$ cat src/rtl/spi_ram_bridge_pkg.sv
`default_nettype none
// ============================================================================
// Module  : spi_ram_bridge_pkg
// Purpose : Command codes, FSM state encoding and width helper for the
//           SPI-slave-to-RAM bridge.
// Revision: 1.0 - initial release
// ============================================================================
package spi_ram_bridge_pkg;

    typedef enum logic [1:0] {
        CMD_WR_ADDR = 2'b00,
        CMD_WR_DATA = 2'b01,
        CMD_RD_ADDR = 2'b10,
        CMD_RD_DATA = 2'b11
    } cmd_t;

    typedef enum logic [2:0] {
        ST_IDLE = 3'd0,
        ST_RX   = 3'd1,
        ST_EXEC = 3'd2,
        ST_LOAD = 3'd3,
        ST_TX   = 3'd4,
        ST_DONE = 3'd5
    } state_t;

    function automatic int max_width(input int a, input int b);
        return (a > b) ? a : b;
    endfunction

endpackage
`default_nettype wire

$ cat src/rtl/spi_ram_bridge_if.sv
`default_nettype none
// ============================================================================
// Module  : spi_ram_bridge_if
// Purpose : Serial frame bus between an SPI master and the RAM bridge.
// Revision: 1.0 - initial release
// ============================================================================
interface spi_ram_bridge_if;

    logic SS_n;
    logic MOSI;
    logic MISO;
    logic busy;
    logic frame_abort;

    modport master (
        output SS_n,
        output MOSI,
        input  MISO,
        input  busy,
        input  frame_abort
    );

    modport slave (
        input  SS_n,
        input  MOSI,
        output MISO,
        output busy,
        output frame_abort
    );

endinterface
`default_nettype wire

$ cat src/rtl/spi_ram_bridge_mem.sv
`default_nettype none
// ============================================================================
// Module  : spi_ram_bridge_mem
// Purpose : Single-port synchronous RAM with registered read data; the array
//           itself has no reset.
// Revision: 1.0 - initial release
// ============================================================================
module spi_ram_bridge_mem #(
    parameter int ADDR_WIDTH = 8,
    parameter int DATA_WIDTH = 8
) (
    input  wire logic                  clk,
    input  wire logic                  i_we,
    input  wire logic [ADDR_WIDTH-1:0] i_addr,
    input  wire logic [DATA_WIDTH-1:0] i_din,
    output logic      [DATA_WIDTH-1:0] o_dout
);

    localparam int c_depth = 2 ** ADDR_WIDTH;

    logic [DATA_WIDTH-1:0] r_mem [c_depth];
    logic [DATA_WIDTH-1:0] r_dout;

    // Read-before-write on a shared address
    always_ff @(posedge clk) begin
        if (i_we) begin
            r_mem[i_addr] <= i_din;
        end
        r_dout <= r_mem[i_addr];
    end

    assign o_dout = r_dout;

endmodule
`default_nettype wire

$ cat src/rtl/spi_ram_bridge.sv
`default_nettype none
// ============================================================================
// Module  : spi_ram_bridge
// Purpose : SPI slave (bit clock = clk) decoding 2-bit command frames that
//           set addresses and write/read an internal RAM.
// Revision: 1.0 - initial release
// ============================================================================
module spi_ram_bridge
    import spi_ram_bridge_pkg::*;
#(
    parameter int ADDR_WIDTH = 8,
    parameter int DATA_WIDTH = 8,
    parameter int AUTO_INC   = 0
) (
    input  wire logic        clk,
    input  wire logic        rst,
    spi_ram_bridge_if.slave  bus
);

    localparam int c_pw     = max_width(ADDR_WIDTH, DATA_WIDTH);
    localparam int c_sr_w   = c_pw + 2;
    localparam int c_cnt_w  = $clog2(c_sr_w + 1);
    localparam int c_tx_w   = $clog2(DATA_WIDTH + 1);

    localparam logic [c_cnt_w-1:0]    c_last_bit = c_cnt_w'(c_sr_w - 1);
    localparam logic [c_tx_w-1:0]     c_last_tx  = c_tx_w'(DATA_WIDTH - 1);
    localparam logic [c_cnt_w-1:0]    c_cnt_one  = c_cnt_w'(1);
    localparam logic [c_tx_w-1:0]     c_tx_one   = c_tx_w'(1);
    localparam logic [ADDR_WIDTH-1:0] c_addr_one = ADDR_WIDTH'(1);

    state_t                r_state;
    logic [c_sr_w-1:0]     r_shift_in;
    logic [c_cnt_w-1:0]    r_bit_cnt;
    logic [DATA_WIDTH-1:0] r_shift_out;
    logic [c_tx_w-1:0]     r_tx_cnt;
    logic [ADDR_WIDTH-1:0] r_wr_addr;
    logic [ADDR_WIDTH-1:0] r_rd_addr;
    logic                  r_miso;
    logic                  r_busy;
    logic                  r_abort;

    cmd_t                  w_cmd;
    logic                  w_in_frame;
    logic                  w_mem_we;
    logic [ADDR_WIDTH-1:0] w_mem_addr;
    logic [DATA_WIDTH-1:0] w_mem_dout;
    logic [DATA_WIDTH-1:0] w_shift_next;
    logic [ADDR_WIDTH-1:0] w_wr_addr_inc;
    logic [ADDR_WIDTH-1:0] w_rd_addr_inc;

    assign w_cmd        = cmd_t'(r_shift_in[c_sr_w-1 -: 2]);
    assign w_in_frame   = (r_state == ST_RX) || (r_state == ST_EXEC) ||
                          (r_state == ST_LOAD) || (r_state == ST_TX);
    // The write strobe must honour both reset priority and abort-in-EXEC
    assign w_mem_we     = (r_state == ST_EXEC) && !bus.SS_n && !rst &&
                          (w_cmd == CMD_WR_DATA);
    assign w_mem_addr   = ((r_state == ST_EXEC) && (w_cmd == CMD_WR_DATA)) ?
                          r_wr_addr : r_rd_addr;
    assign w_shift_next = r_shift_out << 1;

    generate
        if (AUTO_INC != 0) begin : g_auto_inc
            assign w_wr_addr_inc = r_wr_addr + c_addr_one;
            assign w_rd_addr_inc = r_rd_addr + c_addr_one;
        end else begin : g_no_inc
            assign w_wr_addr_inc = r_wr_addr;
            assign w_rd_addr_inc = r_rd_addr;
        end
    endgenerate

    spi_ram_bridge_mem #(
        .ADDR_WIDTH (ADDR_WIDTH),
        .DATA_WIDTH (DATA_WIDTH)
    ) u_mem (
        .clk    (clk),
        .i_we   (w_mem_we),
        .i_addr (w_mem_addr),
        .i_din  (r_shift_in[DATA_WIDTH-1:0]),
        .o_dout (w_mem_dout)
    );

    always_ff @(posedge clk) begin
        if (rst) begin
            r_state     <= ST_IDLE;
            r_shift_in  <= '0;
            r_bit_cnt   <= '0;
            r_shift_out <= '0;
            r_tx_cnt    <= '0;
            r_wr_addr   <= '0;
            r_rd_addr   <= '0;
            r_miso      <= 1'b0;
            r_busy      <= 1'b0;
            r_abort     <= 1'b0;
        end else begin
            r_abort <= 1'b0;
            if (w_in_frame && bus.SS_n) begin
                r_state   <= ST_IDLE;
                r_abort   <= 1'b1;
                r_busy    <= 1'b0;
                r_miso    <= 1'b0;
                r_bit_cnt <= '0;
                r_tx_cnt  <= '0;
            end else begin
                case (r_state)
                    ST_IDLE: begin
                        if (!bus.SS_n) begin
                            r_shift_in <= {r_shift_in[c_sr_w-2:0], bus.MOSI};
                            r_bit_cnt  <= c_cnt_one;
                            r_busy     <= 1'b1;
                            r_state    <= ST_RX;
                        end
                    end
                    ST_RX: begin
                        r_shift_in <= {r_shift_in[c_sr_w-2:0], bus.MOSI};
                        if (r_bit_cnt == c_last_bit) begin
                            r_bit_cnt <= '0;
                            r_state   <= ST_EXEC;
                        end else begin
                            r_bit_cnt <= r_bit_cnt + c_cnt_one;
                        end
                    end
                    ST_EXEC: begin
                        case (w_cmd)
                            CMD_WR_ADDR: r_wr_addr <= r_shift_in[ADDR_WIDTH-1:0];
                            CMD_WR_DATA: r_wr_addr <= w_wr_addr_inc;
                            CMD_RD_ADDR: r_rd_addr <= r_shift_in[ADDR_WIDTH-1:0];
                            CMD_RD_DATA: r_rd_addr <= w_rd_addr_inc;
                            default: ;
                        endcase
                        if (w_cmd == CMD_RD_DATA) begin
                            r_state <= ST_LOAD;
                        end else begin
                            r_busy  <= 1'b0;
                            r_state <= ST_DONE;
                        end
                    end
                    ST_LOAD: begin
                        r_shift_out <= w_mem_dout;
                        r_miso      <= w_mem_dout[DATA_WIDTH-1];
                        r_tx_cnt    <= '0;
                        r_state     <= ST_TX;
                    end
                    ST_TX: begin
                        if (r_tx_cnt == c_last_tx) begin
                            r_miso  <= 1'b0;
                            r_busy  <= 1'b0;
                            r_state <= ST_DONE;
                        end else begin
                            r_shift_out <= w_shift_next;
                            r_miso      <= w_shift_next[DATA_WIDTH-1];
                            r_tx_cnt    <= r_tx_cnt + c_tx_one;
                        end
                    end
                    ST_DONE: begin
                        if (bus.SS_n) begin
                            r_state <= ST_IDLE;
                        end
                    end
                    default: r_state <= ST_IDLE;
                endcase
            end
        end
    end

    assign bus.MISO        = r_miso;
    assign bus.busy        = r_busy;
    assign bus.frame_abort = r_abort;

endmodule
`default_nettype wire

$ cat src/flat_wrapper.sv
// flat-port wrapper written by rule: the top's interface ports become plain ports
module spi_ram_bridge_flat import spi_ram_bridge_pkg::*;
#(
    parameter int ADDR_WIDTH = 8,
    parameter int DATA_WIDTH = 8,
    parameter int AUTO_INC   = 0
)
  (clk, rst, bus_SS_n, bus_MOSI, bus_MISO, bus_busy, bus_frame_abort);
  spi_ram_bridge_if bus_i ();
  input  wire logic clk;
  input  wire logic rst;
  input wire logic [$bits(bus_i.SS_n)-1:0] bus_SS_n;
  input wire logic [$bits(bus_i.MOSI)-1:0] bus_MOSI;
  output wire logic [$bits(bus_i.MISO)-1:0] bus_MISO;
  output wire logic [$bits(bus_i.busy)-1:0] bus_busy;
  output wire logic [$bits(bus_i.frame_abort)-1:0] bus_frame_abort;
  assign bus_i.SS_n = bus_SS_n;
  assign bus_i.MOSI = bus_MOSI;
  assign bus_MISO = bus_i.MISO;
  assign bus_busy = bus_i.busy;
  assign bus_frame_abort = bus_i.frame_abort;
  spi_ram_bridge #(.ADDR_WIDTH(ADDR_WIDTH), .DATA_WIDTH(DATA_WIDTH), .AUTO_INC(AUTO_INC)) u_core (.clk(clk), .rst(rst), .bus(bus_i));
endmodule
$ cat config.mk
export PLATFORM = sky130hd
export DESIGN_NAME = spi_ram_bridge_flat
export DESIGN_NICKNAME = d
export VERILOG_FILES = /design/src/rtl/spi_ram_bridge_pkg.sv /design/src/rtl/spi_ram_bridge_if.sv /design/src/rtl/spi_ram_bridge_mem.sv /design/src/rtl/spi_ram_bridge.sv /design/src/flat_wrapper.sv
export SDC_FILE = /design/constraint.sdc
export NUM_CORES = 2
export LEC_CHECK = 0
export ABC_CLOCK_PERIOD_IN_PS = 4000
export BUFFER_PORTS_ARGS = -buffer_cell sky130_fd_sc_hd__buf_4
export CAP_MARGIN = 10
export CORE_MARGIN = 2
export CORE_UTILIZATION = 59
export CTS_BUF_LIST = sky130_fd_sc_hd__clkbuf_8
export CTS_CLUSTER_DIAMETER = 30
export DETAILED_ROUTE_END_ITERATION = 16
export MAX_ROUTING_LAYER = met4
export PLACE_DENSITY_LB_ADDON = 0.1
export REMOVE_ABC_BUFFERS = 1
export SKIP_CTS_REPAIR_TIMING = 1
export SYNTH_ARGS = -nofsm -noshare
export SYNTH_HDL_FRONTEND = slang
export SYNTH_HIERARCHICAL = 1
export SYNTH_SLANG_ARGS = --single-unit
$ cat constraint.sdc
create_clock -name clk -period 4 [get_ports clk]
set_input_delay 0.8 -clock clk [delete_from_list [all_inputs] [get_ports clk]]
set_output_delay 0.8 -clock clk [all_outputs]
set_load 0.02 [all_outputs]
# Yosys cells after proc, flatten, opt, wreduce, memory -nomap -nowiden
# Memory sizes are Yosys's and may differ from the RTL's. A register that Yosys moved wholly into a read port is not among the register bits.
# Index checks and enable logic that the tools add are counted.
word_totals:
  ff_bits: 47
  mem_bits_rw: 2048
  elab_cells: 79
  mem_count: 1
op_classes:
  n_mux: 25
  n_bitwise: 1
  reduce_logical: 24
  n_eq_ne: 16
  addsub: 2
mem_list:
  columns: ["memory", "words", "width", "rd", "rd_clocked_by_memory_dff", "wr", "line_no", "text"]
  rows:
  - ["u_core.u_mem.r_mem", 256, 8, 1, 1, 1, "spi_ram_bridge_mem.sv:21", "logic [DATA_WIDTH-1:0] r_mem [c_depth];"]
ops:
  columns: ["op", "count"]
  rows:
  - ["case mux 10 bit (2 select lines)", 1]
  - ["case mux 3 bit (6 select lines)", 1]
  - ["case mux 4 bit (2 select lines)", 2]
  - ["two-way mux 3 bit", 5]
  - ["case mux 7 bit (2 select lines)", 1]
  - ["two-way mux 4 bit", 3]
  - ["!= test 2 bit, second input constant", 6]
  - ["AND reduction 3 bit", 4]
  - ["two-way mux 10 bit", 1]
  - ["adder 4 x 1 -> 4 bit, second input constant", 2]
  - ["two-way mux 8 bit", 1]
  - ["AND reduction 4 bit", 2]
  - ["two-way mux 1 bit", 7]
  - ["two-way mux 7 bit", 1]
  - ["== test 3 x 2 -> 1 bit, second input constant", 2]
  - ["== test 3 bit, second input constant", 2]
  - ["logical AND 1 bit", 5]
  - ["== test 2 bit, second input constant", 2]
  - ["== test 4 x 3 -> 1 bit, second input constant", 1]
  - ["== test 4 bit, second input constant", 1]
  - ["AND reduction 2 bit", 2]
  - ["nonzero test 2 bit", 2]
  - ["== test 3 x 1 -> 1 bit, second input constant", 1]
  - ["zero test 3 bit", 1]
  - ["9 further kinds", 12]

# Longest topological paths before layout
logic_depth:
  word_depth: 7
  mapped_depth: 15
  mapped_depth_nobuf: 8

# Cells and area by module
# The synthesis kept the hierarchy.
modules_own_cells:
  columns: ["module", "area_each_um2", "seq_area_each_um2", "n_inst", "cells_per_inst"]
  rows:
  - ["spi_ram_bridge_mem", 78492.8, 61659.1, 1, 3547]
  - ["spi_ram_bridge", 2177.1, 940.9, 1, 245]

# Worst setup path before layout
# Ideal clock, no wire load.
synth_path:
  path_kind: "reg2reg"
  start: "register u_core.r_shift_in[0]"
  end: "memory u_core.u_mem.r_mem[0][0] (data pin)"
  stages_incl_launch_ff: 1
  arrival_time_ps: 3442
  required_time_ps: 3135
  path_buffers: 0
  path_slack_ps: -308
  synth_period_minus_slack_ps: 4308
  setup_ps: 865
  cell_sequence: "dfxtp_1"
synth_rtl:
  columns: ["item", "line_no", "text"]
  rows:
  - ["start: declaration", "spi_ram_bridge.sv:32", "logic [c_sr_w-1:0] r_shift_in;"]
  - ["start signal: assignment", "spi_ram_bridge.sv:107", "r_shift_in <= {r_shift_in[c_sr_w-2:0], bus.MOSI};"]
  - ["start signal: assignment", "spi_ram_bridge.sv:114", "r_shift_in <= {r_shift_in[c_sr_w-2:0], bus.MOSI};"]
  - ["end: declaration", "spi_ram_bridge_mem.sv:21", null]
# Straight into the memory's write port.

# Worst setup path in the final report
layout_path:
  start: "register u_core.r_state[2]"
  end: "register u_core.u_mem.r_dout[7], in the netlist u_core/u_mem/o_dout[7], read port of u_core.u_mem.r_mem"
layout_via:
  elab_chain_len: 3
layout_rtl:
  columns: ["item", "line_no", "text"]
  rows:
  - ["start: declaration", "spi_ram_bridge.sv:31", "state_t r_state;"]
  - ["start signal: assignment", "spi_ram_bridge.sv:84", "r_state <= ST_IDLE;"]
  - ["start signal: assignment", "spi_ram_bridge.sv:97", "r_state <= ST_IDLE;"]
  - ["start signal: assignment", "spi_ram_bridge.sv:110", "r_state <= ST_RX;"]
  - ["== test 3 x 2 -> 1 bit", "spi_ram_bridge.sv:57", "assign w_mem_addr = ((r_state == ST_EXEC) && (w_cmd == CMD_WR_DATA)) ?"]
  - ["logical AND 1 bit", "spi_ram_bridge.sv:57", null]
  - ["two-way mux 8 bit", "spi_ram_bridge.sv:57", null]
  - ["via u_core.w_mem_addr[1]", "spi_ram_bridge.sv:45", "logic [ADDR_WIDTH-1:0] w_mem_addr;"]
  - ["end: declaration", "spi_ram_bridge_mem.sv:22", "logic [DATA_WIDTH-1:0] r_dout;"]
# The timed path passes the listed nets, and every way through them passes these cells.
# A chain may end at the register's enable or synchronous reset.

==> reports/results.tsv <==
metric	value	unit
outcome	finished, violations left	
violations	setup timing	
grt.total_usage	29.4	%
clock_path_buffers	4	
place_area	86400	µm²
start_util	59.5	%
clkLatencyLatePin	1.08	ns
final_cell_mix	edfxtp_1 (2048), mux4_2 (512), buf_4 (464), clkbuf_8 (414), nor2_1 (251)	
regArea	62600	µm²
clkTransAtPathRegs	0.06	ns
synth.cell_area	80700	µm²
synth_edf_count	2048	
syn_inst	3792	
setup_viol	3	
first_pass_iters	5	
multiInputGateArea	17400	µm²
grt_pass1_vias	43200	
rrSetupSlack	-0.03	ns
yosysSeqAreaShare	77.6	%
avgSynthCellArea	21.3	µm²
wirelength	200	mm
cp_top_family	compound AO/OA/AOI/OAI gates	
worst_slew_pin_slew	1.27	ns
synth_async_sr_flop_share	0	%
antenna_found_initial	8	
grt_max_degree	153	
synth_flop_cell	edfxtp_1	
numPortBuffers	6	
timing.fmax	248	MHz
skew	0.116	ns
die_y	374	µm
path_cells	or3b_4, or3b_4, buf_4, mux2_8, buf_12, buf_16, mux4_2, a22oi_2, a21oi_2, o41ai_4, buf_4, nand4_1	
worstPathArrival	4.97	ns
vias_per_cell	6.43	
yosysWarningCount	6	
synthTopCellsByArea	edfxtp_1 (76%), mux4_2 (14%), a22oi_1 (2.4%)	
synth_top_area_share	76.2	%
fin_ws	-0.0345	ns
critPathBufInv	4	
slew_headroom	15.7	%
gr-total-overflow	0	
final-hold-violation-count	0	
vdd_drop_max	0.000533	V
cts_buffers	407	
drv_slew	0	
drcViolationCount	0	
cellPowerDensity	480	nW/µm²
coreArea	136000	µm²
cp-start-kind	register	
wl_per_cell	30.3	µm
dp_cells	5829	
slowest_stage	o41ai_4	
max_stage_delay	0.68	ns
power.leakage	27.3	nW
area_delta_synth_final	19.2	%
whs	0.0334	ns
crit_path_max_fanout	33	
holdCritPathClass	input port to register	
synth-seq-cells	2103	
boundaryPins	7	
gp_congestion	0.873	
rsz0062_at_grt	yes	
clock_sinks	2103	
fin_area	96100	µm²
synth_top_cell_by_area	edfxtp_1	
worst_hold_path.num_cells	3	
dieArea	140000	µm²
final_common_cell	edfxtp_1	
maxCapViolCount	0	
finish.net_count	4511	
layout_min_cycle_time	4.03	ns
placementRows	135	
dp_hpwl	118	mm
root_buffer	clkbuf_8	
rr_worst_depth	12	
chipWidth	374	µm
finalNonFillerCells	6611	
drt_iter0_markers	5216	
num_vias	42500	
crit_cells	12	
tritoncts	built	
drtAntennaViolNets	0	
required	4.94	ns
synth_cell_types	49	
nFillCells	8010	
cp-end-kind	register	
critPathKind	register to register	
grt_pass1_wl	289	mm
cts_max_level	5	
fin_crit_sh	101	%
drive_gt1_share	36.2	%
==> through the flow <==
stage | setup slack, ns | setup TNS, ns | power, mW | util (%)
after floorplan | -12.86 | - | 24.6 | -
after global placement | -0.867 | -3.59 | 24.6 | 63.7
after detailed placement | -0.714 | -3.10 | 24.7 | 63.7
after CTS | -0.804 | -3.73 | 46.5 | 70.0
after global routing | -0.101 | -0.240 | 47.5 | 70.9
final | -0.0345 | -0.0575 | 46.2 | 70.9
==> tightest hold or removal path, stage by stage <==
cell and delay, ns:
buf_4 0.14, nand2_1 0.06, a21oi_1 0.05
==> synthesized netlist by cell type (5+ instances only) <==
cell type / number
edfxtp_1: 2048
mux4_2: 512
a22oi_1: 257
nor2_1: 252
clkbuf_1: 160
a21oi_1: 149
dfxtp_1: 55
nand2_1: 54
buf_2: 38
nor3_1: 36
o41ai_1: 32
buf_1: 19
buf_4: 18
mux2i_1: 17
buf_6: 16
nand3_1: 16
nand2b_1: 12
nor2b_1: 12
inv_1: 11
a211oi_1: 8
mux2_2: 8
nand4_1: 8
a2111oi_0: 6
o21ai_0: 6
and2_1: 5
==> power breakdown <==
group	switching, mW	leakage [nW]	internal, mW	total (mW)
sequential	0.0492	15.9	23.9	24.0
clock	9.06	4.43	12.9	22.0
combinational	0.174	6.94	0.0548	0.229
==> flip-flops by register name (all words and copies together), names as in the netlist <==
register	count
u_core/u_mem/o_dout	8
u_core/r_rd_addr	8
u_core/r_bit_cnt	4
u_core/r_tx_cnt	4
u_core/bus.busy	1
u_core/r_state	3
u_core/bus.MISO	1
u_core/u_mem/r_mem	2048
u_core/r_shift_out	7
u_core/r_wr_addr	8
u_core/r_shift_in	10
u_core/bus.frame_abort	1
==> per-layer routing <==
metal / part of all wire, % / vias up / GRT usage (%)
li1: - / 17500 / -
met1: 39 / 22300 / 40.5
met5: 0 / - / -
met2: 49 / 2264 / 45.0
met4: 2.9 / 0 / 9.04
met3: 9.0 / 402 / 5.97
==> area by class of cell <==
cell class	count	area share (%)
clock inverters	311	2.90
well taps	1781	2.32
repair buffers	553	5.57
diodes	10	0.0260
multi-input cells	1428	18.1
flip-flops and latches	2103	65.1
clock buffers	414	5.93
inverters	11	0.0429
==> kinds of logic after synthesis <==
family,after synthesis,share of synthesized area [%]
flops,2103,77.6
buf+inv,262,1.51
xor+xnor,1,0.0109
simple gates,417,2.26
fa+ha+maj,4,0.0589
compound gates,468,3.94
mux,537,14.6
==> path summary, 6_finish.rpt <==
path / from / endpoint
setup / recovery: u_core/r_state[2]$_SDFFE_PP0P_ / u_core/u_mem/o_dout[7]$_DFF_P_
hold / removal: bus_MOSI / u_core/r_shift_in[0]$_SDFFE_PP0P_
setup reg to reg: u_core/r_state[2]$_SDFFE_PP0P_ / u_core/u_mem/o_dout[7]$_DFF_P_
hold reg to reg: u_core/r_shift_out[2]$_SDFFE_PP0P_ / u_core/r_shift_out[2]$_SDFFE_PP0P_
No activity file was read; power rests on OpenSTA's default activity.
